**config.mk**
```make
export PLATFORM = sky130hd
export DESIGN_NAME = codec_i2c_scheduler
export DESIGN_NICKNAME = d
export VERILOG_FILES = /design/src/rtl/codec_cfg_pkg.sv /design/src/rtl/codec_reg_rom.sv /design/src/rtl/codec_i2c_scheduler.sv
export SDC_FILE = /design/constraint.sdc
export NUM_CORES = 1
export LEC_CHECK = 0
export ABC_AREA = 1
export CORE_UTILIZATION = 50
export CTS_CLUSTER_SIZE = 40
export DETAILED_ROUTE_END_ITERATION = 12
export PLACE_DENSITY = 0.75
export SETUP_SLACK_MARGIN = 0.15
export SLEW_MARGIN = 25
export SYNTH_ARGS = -nofsm -noshare
export SYNTH_HDL_FRONTEND = slang
export SYNTH_SLANG_ARGS = --single-unit
```
**constraint.sdc**
```tcl
create_clock -name i_clk -period 2.19 [get_ports i_clk]
set_input_delay 0.3285 -clock i_clk [delete_from_list [all_inputs] [get_ports i_clk]]
set_output_delay 0.3285 -clock i_clk [all_outputs]
set_load 0.01 [all_outputs]
```
**src/rtl/codec_cfg_pkg.sv**
```systemverilog
// codec_cfg_pkg: scheduler state encoding, WM8731 register map and power-up table.
// Rev 1.0
`default_nettype none

package codec_cfg_pkg;

  typedef enum logic [2:0] {
    IDLE      = 3'd0,
    LOAD      = 3'd1,
    SEND      = 3'd2,
    WAIT_BUSY = 3'd3,
    WAIT_DONE = 3'd4,
    GAP       = 3'd5,
    RUN       = 3'd6
  } sched_state_e;

  localparam int N_REGS_DEFAULT = 11;

  localparam logic [6:0] REG_LLINE  = 7'h00;
  localparam logic [6:0] REG_RLINE  = 7'h01;
  localparam logic [6:0] REG_LHP    = 7'h02;
  localparam logic [6:0] REG_RHP    = 7'h03;
  localparam logic [6:0] REG_APATH  = 7'h04;
  localparam logic [6:0] REG_DPATH  = 7'h05;
  localparam logic [6:0] REG_PWR    = 7'h06;
  localparam logic [6:0] REG_IFACE  = 7'h07;
  localparam logic [6:0] REG_SRATE  = 7'h08;
  localparam logic [6:0] REG_ACTIVE = 7'h09;
  localparam logic [6:0] REG_RESET  = 7'h0F;

  // Reset first, activate last; interface word selects I2S 16-bit.
  localparam logic [15:0] INIT_TABLE [N_REGS_DEFAULT] = '{
    {REG_RESET,  9'h000},
    {REG_LLINE,  9'h017},
    {REG_RLINE,  9'h017},
    {REG_LHP,    9'h079},
    {REG_RHP,    9'h079},
    {REG_APATH,  9'h012},
    {REG_DPATH,  9'h000},
    {REG_PWR,    9'h000},
    {REG_IFACE,  9'h002},
    {REG_SRATE,  9'h000},
    {REG_ACTIVE, 9'h001}
  };

  // Left headphone register with LRHPBOTH set updates both channels; zero-cross off.
  function automatic logic [15:0] vol_word(input logic [6:0] vol);
    return {REG_LHP, 1'b1, 1'b0, vol};
  endfunction

endpackage

`default_nettype wire

```
**src/rtl/codec_reg_rom.sv**
```systemverilog
// codec_reg_rom: combinational index-to-word lookup over the codec init table.
// Rev 1.0
`default_nettype none

module codec_reg_rom
  import codec_cfg_pkg::*;
#(
  parameter int N_REGS = N_REGS_DEFAULT,
  parameter int IDX_W  = 4
) (
  input  logic [IDX_W-1:0] index,
  output logic [15:0]      word
);

  always_comb begin
    word = 16'h0000;
    for (int i = 0; i < N_REGS; i++) begin
      if (index == IDX_W'(i)) word = INIT_TABLE[i];
    end
  end

endmodule

`default_nettype wire

```
**src/rtl/codec_i2c_scheduler.sv**
```systemverilog
// codec_i2c_scheduler: shares one I2C write engine between the init table and volume updates.
// Rev 1.0
`default_nettype none

module codec_i2c_scheduler
  import codec_cfg_pkg::*;
#(
  parameter logic [7:0] DEV_ADDR   = 8'h34,
  parameter int         N_REGS     = N_REGS_DEFAULT,
  parameter int         GAP_CYCLES = 5000,
  parameter int         BUSY_TO    = 1024,
  parameter int         MAX_RETRY  = 3
) (
  input  logic        i_clk,
  input  logic        i_rst_n,
  input  logic        i_start,
  input  logic        i_vol_req,
  input  logic [6:0]  i_vol,
  input  logic        i_i2c_busy,
  input  logic        i_i2c_done,
  output logic        o_i2c_send_flag,
  output logic [7:0]  o_i2c_addr,
  output logic [15:0] o_i2c_data,
  output logic        o_busy,
  output logic        o_done_config,
  output logic        o_error
);

  localparam int IDX_W   = (N_REGS > 1) ? $clog2(N_REGS) : 1;
  localparam int RETRY_W = (MAX_RETRY > 0) ? $clog2(MAX_RETRY + 1) : 1;
  localparam int CNT_MAX = (GAP_CYCLES > BUSY_TO + 1) ? GAP_CYCLES : BUSY_TO + 1;
  localparam int CNT_W   = $clog2(CNT_MAX + 1);

  sched_state_e       state, next_state;
  logic [IDX_W-1:0]   index;
  logic [RETRY_W-1:0] retry;
  logic [CNT_W-1:0]   cnt;
  logic               src_vol;
  logic               vol_pend;
  logic [6:0]         vol_val;
  logic               busy_q;
  logic [15:0]        data;
  logic               done_cfg;
  logic               error;
  logic [15:0]        rom_word;

  logic busy_timeout;
  logic gap_end;
  logic last_entry;
  logic engine_finished;

  codec_reg_rom #(
    .N_REGS (N_REGS),
    .IDX_W  (IDX_W)
  ) u_rom (
    .index (index),
    .word  (rom_word)
  );

  assign busy_timeout    = !i_i2c_busy && (cnt == CNT_W'(BUSY_TO));
  assign gap_end         = (cnt == CNT_W'(GAP_CYCLES - 1));
  assign last_entry      = (index == IDX_W'(N_REGS - 1));
  assign engine_finished = i_i2c_done || (busy_q && !i_i2c_busy);

  always_ff @(posedge i_clk or negedge i_rst_n) begin
    if (!i_rst_n) state <= IDLE;
    else          state <= next_state;
  end

  always_comb begin
    next_state = state;
    case (state)
      IDLE:      if (i_start) next_state = LOAD;
      LOAD:      next_state = SEND;
      SEND:      next_state = WAIT_BUSY;
      WAIT_BUSY: begin
        if (i_i2c_busy)        next_state = WAIT_DONE;
        else if (busy_timeout) next_state = (retry == RETRY_W'(MAX_RETRY)) ? IDLE : SEND;
      end
      WAIT_DONE: if (engine_finished) next_state = GAP;
      GAP:       if (gap_end) next_state = (!src_vol && !last_entry) ? LOAD : RUN;
      RUN:       if (i_start || vol_pend) next_state = LOAD;
      default:   next_state = IDLE;
    endcase
  end

  always_ff @(posedge i_clk or negedge i_rst_n) begin
    if (!i_rst_n) begin
      index    <= '0;
      retry    <= '0;
      cnt      <= '0;
      src_vol  <= 1'b0;
      vol_pend <= 1'b0;
      vol_val  <= 7'd0;
      busy_q   <= 1'b0;
      data     <= 16'h0000;
      done_cfg <= 1'b0;
      error    <= 1'b0;
    end else begin
      busy_q <= i_i2c_busy;

      // A request coinciding with the consuming LOAD wins over the clear.
      if (i_vol_req) begin
        vol_pend <= 1'b1;
        vol_val  <= i_vol;
      end else if (state == LOAD && src_vol) begin
        vol_pend <= 1'b0;
      end

      if ((state == WAIT_BUSY || state == GAP) && next_state == state) cnt <= cnt + CNT_W'(1);
      else                                                             cnt <= '0;

      case (state)
        IDLE, RUN: begin
          if (i_start) begin
            index    <= '0;
            done_cfg <= 1'b0;
            error    <= 1'b0;
            src_vol  <= 1'b0;
          end else if (state == RUN && vol_pend) begin
            src_vol <= 1'b1;
          end
        end
        LOAD: begin
          data  <= src_vol ? vol_word(vol_val) : rom_word;
          retry <= '0;
        end
        WAIT_BUSY: begin
          if (busy_timeout) begin
            if (retry == RETRY_W'(MAX_RETRY)) error <= 1'b1;
            else                              retry <= retry + RETRY_W'(1);
          end
        end
        GAP: begin
          if (gap_end && !src_vol) begin
            if (last_entry) done_cfg <= 1'b1;
            else            index    <= index + IDX_W'(1);
          end
        end
        default: ;
      endcase
    end
  end

  always_comb begin
    o_i2c_send_flag = (state == SEND);
    o_busy          = (state != IDLE) && (state != RUN);
    o_i2c_addr      = DEV_ADDR;
    o_i2c_data      = data;
    o_done_config   = done_cfg;
    o_error         = error;
  end

endmodule

`default_nettype wire
```
==> impl_metrics.py, run 1 <==
metrics = {
    "route": {
        "drcViolationCount": 0,
        "wl_um": 5619,
        "via_count": 2314,
        "vias_per_cell": 4.944,
        "postRouteAntennaNets": 0,
        "drt_iter0_drc": 141,
        "routedWlPerCell_um": 12.01,
        "drt_first_pass_iters": 4,
    },
    "critical_path": {
        "r2r_cells": 13,
        "r2r-end": "cnt[12]$_DFF_PN0_",
        "cp-start-kind": "flip-flop",
        "max_stage_delay_ps": 530,
        "end_kind": "output port",
        "critPathSlowestCell": "clkdlybuf4s50_1",
        "r2r_setup_slack_ps": 280,
        "worstPathArrival_ps": 1620,
        "cp.required_ps": 1860,
        "critPathKind": "flip-flop to output port",
        "reg2reg_from": "index[0]$_DFFE_PN0P_",
        "cp_max_fo": 7,
        "cp_cell_sequence": "nand3_1 -> nand2_2 -> inv_1 -> clkdlybuf4s50_1",
    },
    "timing": {
        "tns_ps": 0,
        "rsz0062_at_grt": "no",
        "hold_viol_final": 0,
        "min_period_ps": 1949,
        "max_clock_freq_ghz": 0.5130,
        "finalCritPeriodShare_pct": 89.00,
        "slew_violations": 0,
        "slew_headroom_pct": 61.94,
        "tightest_slew_ps": 570.9,
        "skew_ps": 5.448,
        "finalSetupViolCount": 0,
    },
    "synthesis": {
        "ys.flop_type": "dfrtp_1",
        "yosysTopAreaCell": "dfrtp_1",
        "syn_area_um2": 2763,
        "synth-seq-cells": 46,
        "ys_types": 39,
        "yosysSeqAreaShare_pct": 41.67,
        "async_reset_ff_share_pct": 100.0,
        "synth.area.top_cells": "dfrtp_1 42%, nand2_1 13%, inv_1 7.5%",
        "yosysWarningCount": 0,
        "syn_avg_cell_area_um2": 7.611,
        "synth_cells": 363,
        "synth-edff-count": 0,
        "synth_top_cell_area_share_pct": 41.67,
    },
    "finish": {
        "fill_cells": 463,
        "multi_input_area_um2": 1323,
        "ff_latch_area_um2": 1155,
        "antennaDiodeCount": 0,
        "areaGrowthSynthToFinish_pct": 17.30,
        "fin_cells": 468,
        "drive_above_1_share_pct": 12.56,
        "nets": 417,
    },
    "clock_network": {
        "tritoncts": "yes",
        "clk-insertion-delay-late_ps": 310,
        "clkSinkCount": 46,
        "cts_inserted_buffers": 5,
        "h-tree-depth": 2,
        "cts_hold_buffers": 0,
        "clk_pin_slew_ps": 90,
        "clk_path_buf_depth": 2,
        "root_buffer": "clkbuf_8",
    },
    "floorplanning": {
        "die_x_um": 76.33,
        "die_y_um": 76.33,
        "num_rows": 26,
        "dieArea_um2": 5826,
        "io_pins": 41,
        "start_util_pct": 53.08,
        "coreArea_um2": 5205,
    },
    "hold_path": {
        "worstHoldPathType": "input pin to async pin",
    },
    "power_and_ir_drop": {
        "vdd_drop_max_mv": 0.2939,
        "powerDensity_nw_per_um2": 494.6,
        "leakagePower_nw": 1.576,
        "p_total_w": 0.001603,
    },
    "run_status": {
        "status": "finished, final reports clean",
    },
    "global_routing": {
        "grt_first_pass_wirelength_um": 9729,
        "grt_max_degree": 47,
        "grtUsageTotal_pct": 20.85,
        "grt_antenna_before_repair": 0,
        "grt_pass1_vias": 2158,
        "grt_overflow": 0,
    },
    "job": {
        "drv_cap": 0,
    },
    "placed_design": {
        "dp_hpwl_um": 4121,
        "routabilityCongestion": 0.9351,
        "portBuffers": 28,
        "dp.cells": 458,
    },
}
## report_power, final
part / switching [W] / internal, W / leakage, nW / total, W
Sequential: 0.00000366 / 0.000861 / 0.590 / 0.000865
Clock: 0.000320 / 0.000348 / 0.0591 / 0.000669
Combinational: 0.0000421 / 0.0000275 / 0.928 / 0.0000696
Total: 0.000366 / 0.00124 / 1.58 / 0.00160
## stage by stage
step	hold slack (ps)	cell area, µm²	utilization, %	setup WS (ps)
after global placement	448.8	3072	59.01	157.6
final	97.75	3241	62.26	240.9
after CTS	120.6	3197	61.42	156.3
after detailed placement	455.5	3072	59.01	68.58
after global routing	158.1	3241	62.26	147.1
after floorplan	32.91	2800	-	471.5
## cells by family after synthesis
| group | synth area share [%] |
|---|---|
| and+or+nand+nor | 30.89 |
| buffers and inverters | 12.59 |
| DFF | 41.67 |
| AOI/OAI and AO/OA | 7.835 |
| xor gates and xnor gates | 3.171 |
| adders and majority gates | 3.170 |
| other | 0.2718 |
| muxes | 0.4076 |
## registers in the layout (all words and copies together), names as in the netlist, 2 cells and up
| signal | flops |
|---|---|
| index | 4 |
| state | 3 |
| cnt | 13 |
| vol_val | 7 |
| retry | 2 |
| o_i2c_data | 12 |
## worst max-delay path, delay by kind of cell, from the launching register on
| family | cells | cell delay [ps] |
|---|---|---|
| and+or+nand+nor | 2 | 240 |
| DFF | 1 | 490 |
| buffers and inverters | 2 | 600 |
## final cells by class
class	count	share of cell area, %
Sequential cell	46	35.64
Inverter	62	7.220
Tap cell	70	2.703
Clock buffer	5	2.124
Clock inverter	3	1.467
Timing Repair Buffer	33	10.04
Multi-Input combinational cell	249	40.81
## repair_timing
action	CTS	global route
setup buffers	0	2
cloned	0	0
setup endpoints to repair	13	15
resized for setup	1	6
endpoints found under the hold margin	0	0
pin swaps	0	0
## how the worst max path moves through the flow
stage | cells after the start | end | slack [ps] | start
2_1_floorplan | 13 | cnt[2]$_DFF_PN0_ | 470 | index[0]$_DFFE_PN0P_
3_3_place_gp | 12 | cnt[0]$_DFF_PN0_ | 160 | index[0]$_DFFE_PN0P_
3_5_place_dp | 12 | cnt[1]$_DFF_PN0_ | 70 | index[0]$_DFFE_PN0P_
4_1_cts | 5 | o_busy | 160 | state[0]$_DFF_PN0_
5_1_grt | 13 | cnt[12]$_DFF_PN0_ | 150 | index[0]$_DFFE_PN0P_
6_report | 4 | o_busy | 240 | state[1]$_DFF_PN0_
## layout by cell type, fill, tap and decap left out, drive strengths merged, types with 5 or more instances in the layout
cell / instances
nor3: 8
xor2: 9
nand3: 25
dfrtp: 46
o211ai: 5
nor2: 45
clkdlybuf4s50: 27
inv: 62
o21ai: 19
conb: 12
buf: 6
ha: 7
clkbuf: 5
nand2: 96
nand4: 6
a21oi: 5
## cell usage after synthesis (2+ instances only)
cell      number
nand2_1       93
o21ai_0       19
inv_2          5
ha_1           7
conb_1         2
nor2_1        34
clkbuf_1       2
nor3_1         6
xor2_1         9
nand3_2        2
nand4_1        4
o31ai_1        2
buf_4         12
nand3_1       22
dfrtp_1       46
o211ai_1       5
nor4_1         2
nand2_2        2
a21oi_1        5
nand4_2        2
nor2_2        10
inv_1         55
## metal layers
layer  track usage, %  part of all wire, %  vias to the layer above
met4            6.346                  1.6                        0
li1                 -                    -                     1175
met2            33.78                   46                       56
met5                0                    0                        -
met3            3.114                  3.8                        9
met1            28.81                   48                     1074
Power figures use the tool's default switching activity.
==> run 2, diff against run 1 <==
--- a/config.mk
+++ b/config.mk
@@ -6,6 +6,7 @@
 export NUM_CORES = 1
 export LEC_CHECK = 0
 export ABC_AREA = 1
+export CAP_MARGIN = 25
 export CORE_UTILIZATION = 50
 export CTS_CLUSTER_SIZE = 40
 export DETAILED_ROUTE_END_ITERATION = 12
==> results of run 2 <==
No change in the layout: final DEF, timing and power equal those of run 1.
